$ cat src/rtl/alu_unit_if.sv
// Operand/result bundle between the execute-stage control and the registered ALU.
// The master drives operands and the operation select; the slave returns the registered result and flags.
interface alu_unit_if #(
  parameter int WIDTH = 32
);
  logic [WIDTH-1:0] SrcA;
  logic [WIDTH-1:0] SrcB;
  logic [2:0]       ALUControl;
  logic [WIDTH-1:0] ALUResult;
  logic             Zero;
  logic             Negative;
  logic             Carry;
  logic             Overflow;

  modport master (
    output SrcA, SrcB, ALUControl,
    input  ALUResult, Zero, Negative, Carry, Overflow
  );

  modport slave (
    input  SrcA, SrcB, ALUControl,
    output ALUResult, Zero, Negative, Carry, Overflow
  );
endinterface

$ cat src/rtl/alu_unit.sv
// Registered integer ALU for the RISC-V execute stage.
// Eight operations with result and Z/N/C/V flags, all captured after exactly one clock.
module alu_unit #(
  parameter int WIDTH = 32
) (
  input  logic      clk,
  input  logic      reset,
  alu_unit_if.slave bus
);
  localparam logic [2:0] OP_ADD  = 3'b000;
  localparam logic [2:0] OP_SUB  = 3'b001;
  localparam logic [2:0] OP_AND  = 3'b010;
  localparam logic [2:0] OP_OR   = 3'b011;
  localparam logic [2:0] OP_PASS = 3'b100;
  localparam logic [2:0] OP_SLT  = 3'b101;
  localparam logic [2:0] OP_XOR  = 3'b110;
  localparam logic [2:0] OP_SLTU = 3'b111;

  logic [WIDTH-1:0] src_a;
  logic [WIDTH-1:0] src_b;
  logic [WIDTH-1:0] sum;
  logic [WIDTH-1:0] diff;
  logic             carry_sum;
  logic             carry_diff;
  logic             ovf_add;
  logic             ovf_sub;
  logic             lt_signed;
  logic             lt_unsigned;

  logic [WIDTH-1:0] result_next;
  logic             carry_next;
  logic             ovf_next;

  logic [WIDTH-1:0] result_reg;
  logic             zero_reg;
  logic             negative_reg;
  logic             carry_reg;
  logic             ovf_reg;

  assign src_a = bus.SrcA;
  assign src_b = bus.SrcB;

  // Subtraction shares the adder form A + ~B + 1 so carry-out is the inverted borrow.
  assign {carry_sum, sum}   = {1'b0, src_a} + {1'b0, src_b};
  assign {carry_diff, diff} = {1'b0, src_a} + {1'b0, ~src_b} + {{WIDTH{1'b0}}, 1'b1};

  assign ovf_add = (src_a[WIDTH-1] == src_b[WIDTH-1]) && (sum[WIDTH-1] != src_a[WIDTH-1]);
  assign ovf_sub = (src_a[WIDTH-1] != src_b[WIDTH-1]) && (diff[WIDTH-1] != src_a[WIDTH-1]);

  // Signed compare corrects the difference sign by overflow so mixed-sign extremes resolve.
  assign lt_signed   = diff[WIDTH-1] ^ ovf_sub;
  assign lt_unsigned = ~carry_diff;

  always_comb begin
    result_next = '0;
    carry_next  = 1'b0;
    ovf_next    = 1'b0;
    unique case (bus.ALUControl)
      OP_ADD: begin
        result_next = sum;
        carry_next  = carry_sum;
        ovf_next    = ovf_add;
      end
      OP_SUB: begin
        result_next = diff;
        carry_next  = carry_diff;
        ovf_next    = ovf_sub;
      end
      OP_AND:  result_next = src_a & src_b;
      OP_OR:   result_next = src_a | src_b;
      OP_PASS: result_next = src_b;
      OP_SLT:  result_next = {{(WIDTH-1){1'b0}}, lt_signed};
      OP_XOR:  result_next = src_a ^ src_b;
      OP_SLTU: result_next = {{(WIDTH-1){1'b0}}, lt_unsigned};
      default: result_next = '0;
    endcase
  end

  always_ff @(posedge clk or posedge reset) begin
    if (reset) begin
      result_reg   <= '0;
      zero_reg     <= 1'b1;
      negative_reg <= 1'b0;
      carry_reg    <= 1'b0;
      ovf_reg      <= 1'b0;
    end else begin
      result_reg   <= result_next;
      zero_reg     <= (result_next == '0);
      negative_reg <= result_next[WIDTH-1];
      carry_reg    <= carry_next;
      ovf_reg      <= ovf_next;
    end
  end

  assign bus.ALUResult = result_reg;
  assign bus.Zero      = zero_reg;
  assign bus.Negative  = negative_reg;
  assign bus.Carry     = carry_reg;
  assign bus.Overflow  = ovf_reg;
endmodule

$ cat src/flat_wrapper.sv
// flat-port wrapper written by rule: the top's interface ports become plain ports
module alu_unit_flat 
#(
  parameter int WIDTH = 32
)
  (clk, reset, bus_SrcA, bus_SrcB, bus_ALUControl, bus_ALUResult, bus_Zero, bus_Negative, bus_Carry, bus_Overflow);
  alu_unit_if #(.WIDTH(WIDTH)) bus_i ();
  input  logic clk;
  input  logic reset;
  input wire logic [$bits(bus_i.SrcA)-1:0] bus_SrcA;
  input wire logic [$bits(bus_i.SrcB)-1:0] bus_SrcB;
  input wire logic [$bits(bus_i.ALUControl)-1:0] bus_ALUControl;
  output wire logic [$bits(bus_i.ALUResult)-1:0] bus_ALUResult;
  output wire logic [$bits(bus_i.Zero)-1:0] bus_Zero;
  output wire logic [$bits(bus_i.Negative)-1:0] bus_Negative;
  output wire logic [$bits(bus_i.Carry)-1:0] bus_Carry;
  output wire logic [$bits(bus_i.Overflow)-1:0] bus_Overflow;
  assign bus_i.SrcA = bus_SrcA;
  assign bus_i.SrcB = bus_SrcB;
  assign bus_i.ALUControl = bus_ALUControl;
  assign bus_ALUResult = bus_i.ALUResult;
  assign bus_Zero = bus_i.Zero;
  assign bus_Negative = bus_i.Negative;
  assign bus_Carry = bus_i.Carry;
  assign bus_Overflow = bus_i.Overflow;
  alu_unit #(.WIDTH(WIDTH)) u_core (.clk(clk), .reset(reset), .bus(bus_i));
endmodule
$ cat config.mk
export PLATFORM = sky130hd
export DESIGN_NAME = alu_unit_flat
export DESIGN_NICKNAME = d
export VERILOG_FILES = /design/src/rtl/alu_unit_if.sv /design/src/rtl/alu_unit.sv /design/src/flat_wrapper.sv
export SDC_FILE = /design/constraint.sdc
export NUM_CORES = 1
export LEC_CHECK = 0
export CAP_MARGIN = 25
export CORE_ASPECT_RATIO = 1.5
export CORE_MARGIN = 10
export CORE_UTILIZATION = 50
export CTS_CLUSTER_DIAMETER = 100
export DETAILED_ROUTE_END_ITERATION = 8
export PLACE_DENSITY = 0.77
export SLEW_MARGIN = 0
export SYNTH_ARGS = -nofsm -noshare
export SYNTH_HDL_FRONTEND = slang
export SYNTH_SLANG_ARGS = --single-unit
$ cat constraint.sdc
create_clock -name clk -period 0.93 [get_ports clk]
set_input_delay 0.186 -clock clk [delete_from_list [all_inputs] [get_ports clk]]
set_output_delay 0.186 -clock clk [all_outputs]
set_load 0.01 [all_outputs]
==> summary.md, run 1 <==
| Metric | Value |
|---|---|
| Status | did not finish |
| Step where the flow halted | global routing |
| Stop err | [ERROR GRT-0116] Global routing finished with congestion. Check the congestion regions in the DRC Viewer. |
| Die W | between 100 and 150 microns |
| Top cells by count, synth | inv_1 (103), ha_1 (96), a21oi_1 (90) |
| Sequential share of the synthesized area | 12.3% |
| Dpl ws | -3.79 ns |
| First-pass GRT wire length | 96500 microns |
| Flop and latch count out of synthesis | 35 |
| Hold Buf Count CTS | 0 |
| Area of the mapped netlist | ~7100 sq um |
| Most numerous cell in the Yosys netlist | inv_1 |
| Starting density of the core | between 50% and 60% |
| Rows | 53 |
| Share of flip-flops with an asynchronous set or reset | 100% |
| Post-synthesis net count | 1141 |
| Area contributors post-synth | ha_1 (17%), dfrtp_1 (12%), a21oi_1 (6.3%) |
| Gp weighted congestion | 1.08 |
| Cells after DPL | 1643 |
| Gr usage total | between 60% and 70% |
| Top_reg_cell synth | dfrtp_1 |
| IO Count | 105 |
| Detail Placement HPWL | 29000 microns |
| Synth Instances | 973 |
| Syn Area/Cell | 7.34 sq um |
| Max clock buf depth | 2 |
| Synth area leader | ha_1 |
| Netlist cell types | 99 |
| CTS Root Cell | clkbuf_16 |
| Vias in the first global route | 14.7k |
| Post-synth EDFFs | 0 |
| GRT overflow | 68 |
| Synth top area share | between 15 and 20% |
| Largest net degree at the start of global routing | 30 |
| CTS buffer count | 5 |
| Clock sink total | 35 |
| Synth Warn # | 0 |
| IO Port Bufs | 104 |
| H-tree levels | 2 |
| Die height | 166 microns |
stage by stage:
| stage | area [sq um] | utilization (%) | hold slack [ns] |
|---|---|---|---|
| CTS | 13600 | 97.1 | 0.267 |
| detailed placement | 11900 | 85.2 | 0.561 |
| global placement | 11900 | 85.2 | 0.559 |
| floorplan | 7810 | - | 0.133 |
repair_timing:
| action | CTS |
|---|---|
| setup endpoints to repair | 71 |
| gates resized for setup | 518 |
| pin swaps | 91 |
| setup buffers | 70 |
kinds of logic after synthesis:
family                     after synthesis  synth area share [%]
AOI/OAI and AO/OA                      357                  34.6
and+or+nand+nor                        268                  18.8
muxes                                   30                  4.33
buffers and inverters                  171                  10.7
DFF                                     35                  12.3
adders and majority gates               99                  17.7
xor gates and xnor gates                13                  1.59
per-layer routing:
layer | GRT overflow | global-route usage (%)
met5 | 0 | 18.7
met2 | 46 | 84.2
met1 | 2 | 59.2
met3 | 2 | 46.4
met4 | 18 | 63.9
==> inputs of run 2 (changes only) <==
Settings changed: CORE_ASPECT_RATIO 1.5 to default, CORE_UTILIZATION 50 to 35, CTS_CLUSTER_DIAMETER 100 to default, PLACE_DENSITY 0.77 to default, PLACE_DENSITY_LB_ADDON from default to 0.15.
Clock period 0.93 ns to 1.2 ns, I/O delays scaled along.
==> summary.md, run 2 <==
| Metric | Value |
|---|---|
| Hold Buf Count CTS | 0 (unchanged) |
| Vias in the first global route | 9776 |
| Worst VDD drop | between 500 and 600 uV |
| Pwr Density | 735 nW/um^2 |
| P_sw | 4220 uW |
| Most frequent cells in the layout | buf_4 (400), buf_6 (73), nor2_1 (69), a21oi_1 (55), ha_1 (54) |
| Synthesis-to-finish area growth | 95.8% |
| Simple-gate area share of the yosys netlist | 18.8% (unchanged) |
| Req. time, crit path | ~1.4 ns |
| Area contributors post-synth | ha_1 (17%), dfrtp_1 (12%), a21oi_1 (6.3%) (unchanged) |
| Rows | 52 (was 53) |
| Final slew viol count | 0 |
| Slowest-stage cell, CP | or4_4 |
| CP Class | input port to register |
| Status | finished, violations left (was did not finish) |
| CTS tree | built |
| Worst Hold Class | input port to asynchronous set/reset pin |
| Sw Share | 41.0% |
| First-pass DRT Iterations | 6 |
| First-pass GRT wire length | 54700 microns |
| Mux cell area share after synthesis | 4.33% (unchanged) |
| Die height | 163 microns (was 166 microns) |
| Cells along the critical path | dlygate4sd2_1, inv_1, ha_1, nor2_2, nand2_2, a31o_1, a21oi_2, o21ai_4, a211oi_2, o22ai_2, nor2_1, nor2_1, o21bai_1, a21oi_1, fa_2, nand2_1, o211ai_1, o21ai_1, a2bb2oi_2, nor4_2, nand4_1, or4_4, nor4b_2 |
| Setup TNS | -46.19 ns |
| Gr usage total | 25.7% |
| Period minus WS final | a little under 4 ns |
| Worst slew pin tran | 0.518 ns |
| Via count | 9841 |
| Pint | around 6100 uW |
| Max FFs per register | 31 |
| Post-Synth Adder-Cell Area | 17.7% (unchanged) |
| Share of flip-flops with an asynchronous set or reset | 100% (unchanged) |
| F_max | 256 MHz |
| Slew HR | about two thirds |
| DR WL/cell | approximately 20 microns |
| Syn Area/Cell | 7.34 sq um (unchanged) |
| Ant diodes | 0 |
| Sequential share of the synthesized area | 12.3% (unchanged) |
| Critical Path Fanout Max | 3 |
| Post-synthesis net count | 1141 (unchanged) |
| DRC viols | 0 |
| Final setup violation count | 35 |
| Leak pwr | between 0.006 and 0.007 uW |
| Clock power share | 15.0% |
| Detail Placement HPWL | 27500 microns (was 29000 microns) |
| Share of post-route cells with drive strength above 1 | between 50 and 60% |
| DRT iter0 DRCs | 755 |
| CTS buffer count | 5 (unchanged) |
| Logic pwr share | 71.5% |
| Commonest non-fill, non-tap cell in the layout | buf_4 |
| Clock sink total | 35 (unchanged) |
| Synth Warn # | 0 (unchanged) |
| Area of the mapped netlist | 7140 sq um (unchanged) |
| Post-synth EDFFs | 0 (unchanged) |
| WP data arrival | roughly 4.1 ns |
| Final Util | 69.3% |
| Final nets | 1667 |
| Tcrit/Tclk final | 325% |
| Post-synthesis xor/xnor area fraction | 1.59% (unchanged) |
| Worst setup SP type | input port |
| Synth top area share | 16.8% (unchanged) |
| IO Count | 105 (unchanged) |
| Gp weighted congestion | 0.987 (was 1.08) |
| Critical Path Most Common Cell | nor2_1 |
| GRT overflow | 0 |
| Failing checks | setup timing |
| Clock transition at path regs | 0.06 ns |
| Seq pwr share | 13.5% |
| Crit path buf inv count | 2 |
| Synth Area in Compound Gates | 34.6% (unchanged) |
| IO Port Bufs | 104 (unchanged) |
| Crit end category | register |
| CTS Root Cell | clkbuf_16 (unchanged) |
| Setup WS post-layout | -2.70 ns |
| Total die area | 26500 sq um |
| Antenna violations before repair | 0 |
| RSZ-0062 raised after global routing | true |
| Cell family with most CP delay | simple AND/OR/NAND/NOR gates |
| CP Launch Point | bus_SrcB[19] |
| Most numerous cell in the Yosys netlist | inv_1 (unchanged) |
| Top cells by count, synth | inv_1 (103), ha_1 (96), a21oi_1 (90) (unchanged) |
| Max-cap viol count | 0 |
| Max clock buf depth | 2 (unchanged) |
| Crit path largest cell delay | 0.48 ns |
| Synth Instances | 973 (unchanged) |
| Final hold vios | 0 |
| Core area | 20200 sq um |
| Final WL | ~36000 microns |
| Synth area leader | ha_1 (unchanged) |
| Flop and latch count out of synthesis | 35 (unchanged) |
| Vias/cell | about 5.6 |
| H-tree levels | 2 (unchanged) |
| Largest family of logic cells by synthesized area | compound AO/OA/AOI/OAI gates (unchanged) |
| CP Depth | 23 |
| DRT antenna net count | 0 |
| Netlist cell types | 99 (unchanged) |
| Top_reg_cell synth | dfrtp_1 (unchanged) |
| Largest net degree at the start of global routing | 36 |
| Die W | 163 microns (was 118 microns) |
| Starting density of the core | 35.4% (was 51.0%) |
==> run 2: cell counts after synthesis <==
Identical to the previous run, type by type.
==> run 2: routing by layer <==
layer	vias to the layer above	wire length (microns)	track usage [%]
li1	4632	-	-
met1	4681	15700	34.7
met2	433	16500	42.2
met3	95	2370	2.86
met4	0	1200	7.17
met5	-	0	0
==> run 2: path summary, 6_finish.rpt <==
check | to
max in group asynchronous | u_core.bus.Zero
hold / removal | u_core.bus.ALUResult[8]
min in group clk | u_core.bus.ALUResult[17]
setup / recovery | u_core.bus.Zero
==> run 2: timing repair <==
action                                  in CTS  in global routing
buffers inserted                            66                 37
gates cloned                                 1                  0
endpoints found under the setup margin      71                 40
resized for setup                          412                135
pin swaps                                  108                 56
==> run 2: final cells by class <==
type | count | area, sq um
multi-input combinational | 767 | 7250
fill | 1664 | 6190
timing repair buffer | 584 | 4870
sequential | 35 | 877
inverter | 106 | 479
tap | 270 | 338
clock buffer | 5 | 125
clock inverter | 3 | 43.8
==> run 2: power groups by stage <==
stage                     Clock (uW)  Sequential, uW  Combinational (uW)
after CTS                       1570            1390                6760
after global placement             0            1420                5830
after global routing            1610            1400                7780
after floorplan                    0            1520                2730
after detailed placement           0            1420                5830
final                           1540            1390                7340
==> run 2: logic make-up after synthesis <==
kind of cell | count (synthesis)
DFF | 35
and+or+nand+nor | 268
AOI/OAI and AO/OA | 357
muxes | 30
xor gates and xnor gates | 13
buffers and inverters | 171
adders and majority gates | 99
==> run 2: metrics by stage <==
stage / hold slack [ns] / setup WS (ns) / instances / total power (uW) / area, sq um
2_1_floorplan: 0.394 / -2.49 / 973 / 4250 / 7810
3_3_place_gp: 0.622 / -3.35 / 1683 / 7240 / 11800
6_report: 0.307 / -2.70 / 1770 / 10300 / 14000
5_1_grt: 0.336 / -2.90 / 1770 / 10800 / 14000
3_5_place_dp: 0.626 / -3.48 / 1683 / 7260 / 11800
4_1_cts: 0.315 / -2.76 / 1748 / 9720 / 13500
Power figures use the tool's default switching activity.
==> inputs of run 3 (changes only) <==
Settings changed: CAP_MARGIN 25 to 20, GPL_TIMING_DRIVEN from default to 0.
==> summary.md, run 3 (same netlist as run 2, synthesis figures left out) <==
| Metric | Value |
|---|---|
| Status | finished, violations left (unchanged) |
| Failing checks | setup timing (unchanged) |
| Worst VDD drop | 505 uV (was 512 uV) |
| Final nets | 1359 (was 1667) |
| Core area | 20200 sq um (unchanged) |
| Crit path largest cell delay | 0.52 ns (was 0.48 ns) |
| Via count | 8865 (was 9841) |
| Tcrit/Tclk final | 331% (was 325%) |
| Starting density of the core | 35.4% (unchanged) |
| First-pass GRT wire length | 51100 microns (was 54700 microns) |
| Cells along the critical path | buf_8, inv_6, ha_4, fa_2, o21bai_4, o211ai_1, buf_4, a21oi_4, buf_6, or3_4, a22oi_2, or4_4, or4_4, nor4_4, nand4_1, or4_4, nor4b_4 (was dlygate4sd2_1, inv_1, ha_1, nor2_2, nand2_2, a31o_1, a21oi_2, o21ai_4, a211oi_2, o22ai_2, nor2_1, nor2_1, o21bai_1, a21oi_1, fa_2, nand2_1, o211ai_1, o21ai_1, a2bb2oi_2, nor4_2, nand4_1, or4_4, nor4b_2) |
| Gp weighted congestion | 0.987 (about the same) |
| Req. time, crit path | 1.41 ns (about the same) |
| CP Class | input port to register (unchanged) |
| Final hold vios | 0 (unchanged) |
| Period minus WS final | 3.97 ns (was 3.90 ns) |
| Max clock buf depth | 2 (unchanged) |
| Commonest non-fill, non-tap cell in the layout | buf_4 (unchanged) |
| CP Depth | 17 (was 23) |
| Die W | 163 microns (unchanged) |
| Worst setup path endpoint | u_core.bus.Zero (unchanged) |
| Vias in the first global route | 8426 (was 9776) |
| Final slew viol count | 0 (unchanged) |
| Largest net degree at the start of global routing | 36 (unchanged) |
| Antenna violations before repair | 0 (unchanged) |
| Detail Placement HPWL | 25600 microns (was 27500 microns) |
| Leak pwr | 0.00488 uW (was 0.00638 uW) |
| Global-route met1 utilization | 33.4% (was 34.7%) |
| CTS tree | built (unchanged) |
| Clock sink total | 35 (unchanged) |
| DRT antenna net count | 0 (unchanged) |
| Setup WS post-layout | -2.77 ns (was -2.70 ns) |
| DR WL/cell | 23.9 microns (was 20.2 microns) |
| Final WL | 34900 microns (was 35800 microns) |
| CTS Root Cell | clkbuf_16 (unchanged) |
| Rows | 52 (unchanged) |
| Slew HR | 32.9% (was 65.2%) |
| CTS buffer count | 5 (unchanged) |
| Cell family with most CP delay | simple AND/OR/NAND/NOR gates (unchanged) |
| Critical Path Most Common Cell | or4_4 (was nor2_1) |
| Vias/cell | 6.06 (was 5.56) |
| Share of post-route cells with drive strength above 1 | 42.4% (was 55.3%) |
| Max FFs per register | 31 (unchanged) |
| Clock transition at path regs | 0.06 ns (about the same) |
| CP Launch Point | bus_SrcA[0] (was bus_SrcB[19]) |
| F_max | 252 MHz (was 256 MHz) |
| Grt peak-use layer | met2 (unchanged) |
| Most frequent cells in the layout | buf_4 (98), nor2_1 (68), ha_1 (65), a21oi_1 (63), inv_1 (53) (was buf_4 (400), buf_6 (73), nor2_1 (69), a21oi_1 (55), ha_1 (54)) |
| Crit end category | register (unchanged) |
| Total die area | 26500 sq um (unchanged) |
| Layout Cells excl Fill | 1463 (was 1770) |
| Pwr Density | 780 nW/um^2 (was 735 nW/um^2) |
| Worst setup SP type | input port (unchanged) |
| Gr usage total | 24.5% (was 25.7%) |
| IO Port Bufs | 102 (was 104) |
| Synthesis-to-finish area growth | 61.8% (was 95.8%) |
| GR Util met2 | 38.1% (was 42.2%) |
| First-pass DRT Iterations | 8 (was 6) |
| H-tree levels | 2 (unchanged) |
| IO Count | 105 (unchanged) |
| Crit path buf inv count | 4 (was 2) |
| Final Util | 57.3% (was 69.3%) |
| Max-cap viol count | 0 (unchanged) |
| Critical Path Fanout Max | 5 (was 3) |
| Worst Hold Class | input port to register (was input port to asynchronous set/reset pin) |
| Final setup violation count | 34 (was 35) |
| GR Util met3 | 4.02% (was 2.86%) |
| Die height | 163 microns (unchanged) |
| GRT overflow | 0 (unchanged) |
| DRC viols | 0 (unchanged) |
| WP data arrival | 4.18 ns (was 4.11 ns) |
| RSZ-0062 raised after global routing | true (unchanged) |
| DRT iter0 DRCs | 1041 (was 755) |
| Cells after DPL | 1345 (was 1683) |
| Worst slew pin tran | 1.01 ns (was 0.518 ns) |
| Slowest-stage cell, CP | or4_4 (unchanged) |
==> run 3: how the worst min path moves through the flow <==
stage / depth (start not counted) / endpoint / start
3_3_place_gp: 5 / u_core.bus.ALUResult[3] / bus_ALUControl[2]
4_1_cts: 3 / u_core.bus.ALUResult[6] / bus_SrcB[6]
3_5_place_dp: 5 / u_core.bus.ALUResult[3] / bus_ALUControl[2]
5_1_grt: 3 / u_core.bus.ALUResult[6] / bus_SrcB[6]
2_1_floorplan: 1 / u_core.bus.ALUResult[0] / reset
6_report: 3 / u_core.bus.ALUResult[6] / bus_SrcB[6]
==> run 3: power breakdown <==
group	leakage (uW)	switching, uW	total, uW	internal (uW)
Combinational	0.00437	3400	6100	2710
Sequential	0.000426	36.2	1390	1350
Clock	0.0000838	548	1530	980
Total	0.00488	3980	9020	5040
==> run 3: layer usage <==
layer	vias to the layer above	wire length [microns]
met5	-	0
met4	0	1580
met3	127	3060
met2	472	15500
met1	4243	14800
li1	4023	-
==> run 3: repair_timing <==
action                                  in CTS  in global routing
pin swaps                                   65                 76
setup buffers                               63                 59
hold buffers                                 0                  0
endpoints found under the setup margin      71                 38
resized for setup                          459                141
==> run 3: per-stage QoR <==
step | hold slack, ns | TNS (ns) | area, sq um | setup WS, ns | power (uW)
global placement | 0.709 | -101.01 | 9170 | -4.13 | 5910
floorplan | 0.394 | -33.58 | 7810 | -2.49 | 4250
global route | 0.360 | -42.79 | 11600 | -2.98 | 9430
finish | 0.353 | -41.24 | 11600 | -2.77 | 9020
detailed placement | 0.707 | -78.69 | 9170 | -4.18 | 5910
CTS | 0.376 | -40.79 | 10700 | -3.06 | 8290
==> run 3: tightest hold or removal path, cell delays in order <==
cell	delay, ns
buf_4	0.11
a31oi_1	0.12
o211ai_2	0.11
==> run 3: cell type report <==
type / count / area [sq um]
timing repair buffer: 218 / 1890
antenna: 1 / 2.50
inverter: 106 / 500
clock buffer: 5 / 125
sequential: 35 / 877
tap: 270 / 338
buffer: 58 / 609
clock inverter: 3 / 43.8
multi-input combinational: 767 / 7170
fill: 1871 / 8620
==> inputs of run 4 (changes only) <==
--- a/config.mk
+++ b/config.mk
@@ -8,3 +8,2 @@
 export CAP_MARGIN = 20
-export CORE_MARGIN = 10
 export CORE_UTILIZATION = 35
==> constraint.sdc (replaced) <==
create_clock -name clk -period 1.2 [get_ports clk]
set_input_delay 0.12 -clock clk [delete_from_list [all_inputs] [get_ports clk]]
set_output_delay 0.12 -clock clk [all_outputs]
set_load 0.01 [all_outputs]
==> summary.md, run 4 (same netlist as run 2, synthesis figures left out) <==
| Metric | Value |
|---|---|
| Status | finished, violations left (unchanged) |
| Failing checks | setup timing (unchanged) |
| Cell family with most CP delay | simple AND/OR/NAND/NOR gates (unchanged) |
| Antenna violations before repair | 0 (unchanged) |
| DRT iter0 DRCs | 1039 (was 1041) |
| CP Class | input port to register (unchanged) |
| CTS tree | built (unchanged) |
| Crit path buf inv count | 3 (was 4) |
| IO Count | 105 (unchanged) |
| Core area | 19700 sq um (was 20200 sq um) |
| Fill count | 1754 (was 1871) |
| RSZ-0062 raised after global routing | true (unchanged) |
| Vias/cell | 6.26 (was 6.06) |
| Via count | 9222 (was 8865) |
| Clock transition at path regs | 0.07 ns (was 0.06 ns) |
| Total die area | 21000 sq um (was 26500 sq um) |
| DRT antenna net count | 0 (unchanged) |
| Final hold vios | 0 (unchanged) |
| IO Port Bufs | 102 (unchanged) |
| Die W | 145 microns (was 163 microns) |
| Worst slew pin tran | 0.787 ns (was 1.01 ns) |
| Commonest non-fill, non-tap cell in the layout | buf_4 (unchanged) |
| Seq pwr share | 15.0% (was 15.4%) |
| Gr usage total | 32.4% (was 24.5%) |
| Logic pwr share | 68.4% (was 67.7%) |
| Die height | 145 microns (was 163 microns) |
| DRC viols | 0 (unchanged) |
| Tcrit/Tclk final | 330% (was 331%) |
| Cells along the critical path | clkdlybuf4s15_2, inv_2, ha_4, clkbuf_16, nor2_4, nand2_1, a31o_1, a21oi_2, o21ai_4, a211oi_2, o22ai_2, nor2_1, nor2_1, o21bai_1, a21oi_2, fa_2, nand2_1, o211ai_1, o21ai_1, a2bb2oi_2, nor4_1, nand4_1, or4_4, nor4b_4 (was buf_8, inv_6, ha_4, fa_2, o21bai_4, o211ai_1, buf_4, a21oi_4, buf_6, or3_4, a22oi_2, or4_4, or4_4, nor4_4, nand4_1, or4_4, nor4b_4) |
| Final nets | 1375 (was 1359) |
| Synthesis-to-finish area growth | 66.1% (was 61.8%) |
| Req. time, crit path | 1.41 ns (about the same) |
| F_max | 252 MHz (about the same) |
| Final slew viol count | 0 (unchanged) |
| Slew HR | 47.4% (was 32.9%) |
| Most frequent cells in the layout | buf_4 (98), ha_1 (66), nor2_1 (65), a21oi_1 (59), buf_6 (52) (was buf_4 (98), nor2_1 (68), ha_1 (65), a21oi_1 (63), inv_1 (53)) |
| Largest net degree at the start of global routing | 36 (unchanged) |
| Max FFs per register | 31 (unchanged) |
| Period minus WS final | 3.96 ns (was 3.97 ns) |
| Setup TNS | -38.69 ns (was -41.24 ns) |
| Worst Hold Class | input port to register (unchanged) |
| Critical Path Fanout Max | 10 (was 5) |
| CTS Root Cell | clkbuf_16 (unchanged) |
| Total Power | 9240 uW (was 9020 uW) |
| First-pass GRT wire length | 50900 microns (was 51100 microns) |
| Share of post-route cells with drive strength above 1 | 44.5% (was 42.4%) |
| Rows | 51 (was 52) |
| WP data arrival | 4.17 ns (was 4.18 ns) |
| Pint | 5180 uW (was 5040 uW) |
| P_sw | 4070 uW (was 3980 uW) |
| Vias in the first global route | 8743 (was 8426) |
| Crit end category | register (unchanged) |
| Crit path largest cell delay | 0.51 ns (was 0.52 ns) |
| Clock sink total | 35 (unchanged) |
| Setup WS post-layout | -2.76 ns (was -2.77 ns) |
| Final setup violation count | 34 (unchanged) |
| Sw Share | 44.0% (was 44.1%) |
| Final WL | 34500 microns (was 34900 microns) |
| Slowest-stage cell, CP | or4_4 (unchanged) |
| Gp weighted congestion | 0.986 (was 0.987) |
| Max clock buf depth | 2 (unchanged) |
| DR WL/cell | 23.4 microns (was 23.9 microns) |
| Placed Area | 9160 sq um (was 9170 sq um) |
| Fin area | 11900 sq um (was 11600 sq um) |
| Starting density of the core | 36.2% (was 35.4%) |
| Max-cap viol count | 0 (unchanged) |
| Worst setup SP type | input port (unchanged) |
| CTS buffer count | 5 (unchanged) |
| Detail Placement HPWL | 24200 microns (was 25600 microns) |
| H-tree levels | 2 (unchanged) |
| Worst VDD drop | 489 uV (was 505 uV) |
| Hold WS | 0.254 ns (was 0.353 ns) |
| First-pass DRT Iterations | 5 (was 8) |
| Clock power share | 16.6% (was 16.9%) |
| Pwr Density | 779 nW/um^2 (was 780 nW/um^2) |
| Leak pwr | 0.00499 uW (was 0.00488 uW) |
| GRT overflow | 0 (unchanged) |
## run 4: cell count changes in the layout (fill, tap and decap cells not counted), sizes merged
cell           delta
clkbuf            -1
clkdlybuf4s15     -4
buf              +15
inv               -1
clkinvlp          +1
dlygate4sd2       +8
clkdlybuf4s50     -2
## run 4: power by group through the flow
stage | registers, uW | logic [uW] | clock network, uW
after floorplan | 1520 | 2730 | 0
after global placement | 1420 | 4460 | 0
after detailed placement | 1420 | 4460 | 0
after CTS | 1390 | 5510 | 1560
after global routing | 1410 | 6620 | 1590
final | 1390 | 6320 | 1540
## run 4: worst paths after layout
kind / start / cells past startpoint / end / slack (ns)
max: bus_SrcB[20] / 24 / u_core.bus.Zero / -2.76
min: bus_SrcB[6] / 3 / u_core.bus.ALUResult[6] / 0.25
max in group asynchronous: reset / 2 / u_core.bus.ALUResult[25] / 0.39
min in group asynchronous: reset / 2 / u_core.bus.ALUResult[21] / 0.31
## run 4: per-stage QoR
stage | std cells | worst slack, ns | util, %
2_1_floorplan | 973 | -2.37 | -
3_3_place_gp | 1340 | -3.90 | 46.4
3_5_place_dp | 1340 | -3.92 | 46.4
4_1_cts | 1437 | -2.91 | 56.2
5_1_grt | 1473 | -2.93 | 60.1
6_report | 1474 | -2.76 | 60.2
## run 4: what timing repair did
action | CTS | global route
endpoints found under the setup margin | 71 | 36
setup buffers | 95 | 49
resized for setup | 507 | 138
hold buffers | 0 | 0
pin swaps | 88 | 71
## run 4: final cells by class
cell class	instances	area (sq um)	share of cell area (%)
antenna	1	2.50	0.0211
buffer	59	624	5.26
clock buffer	5	125	1.05
clock inverter	3	43.8	0.369
inverter	106	512	4.31
multi-input combinational	767	7220	60.8
sequential	35	877	7.39
tap	265	332	2.80
timing repair buffer	233	2130	18.0
## run 4: layer usage
layer  vias up  GRT usage, %  part of all wire [%]
met1      4394          42.8                    41
met4         0          14.8                   5.1
met2       612          51.3                    44
li1       4072             -                     -
met5         -             0                     0
met3       144          5.53                    10
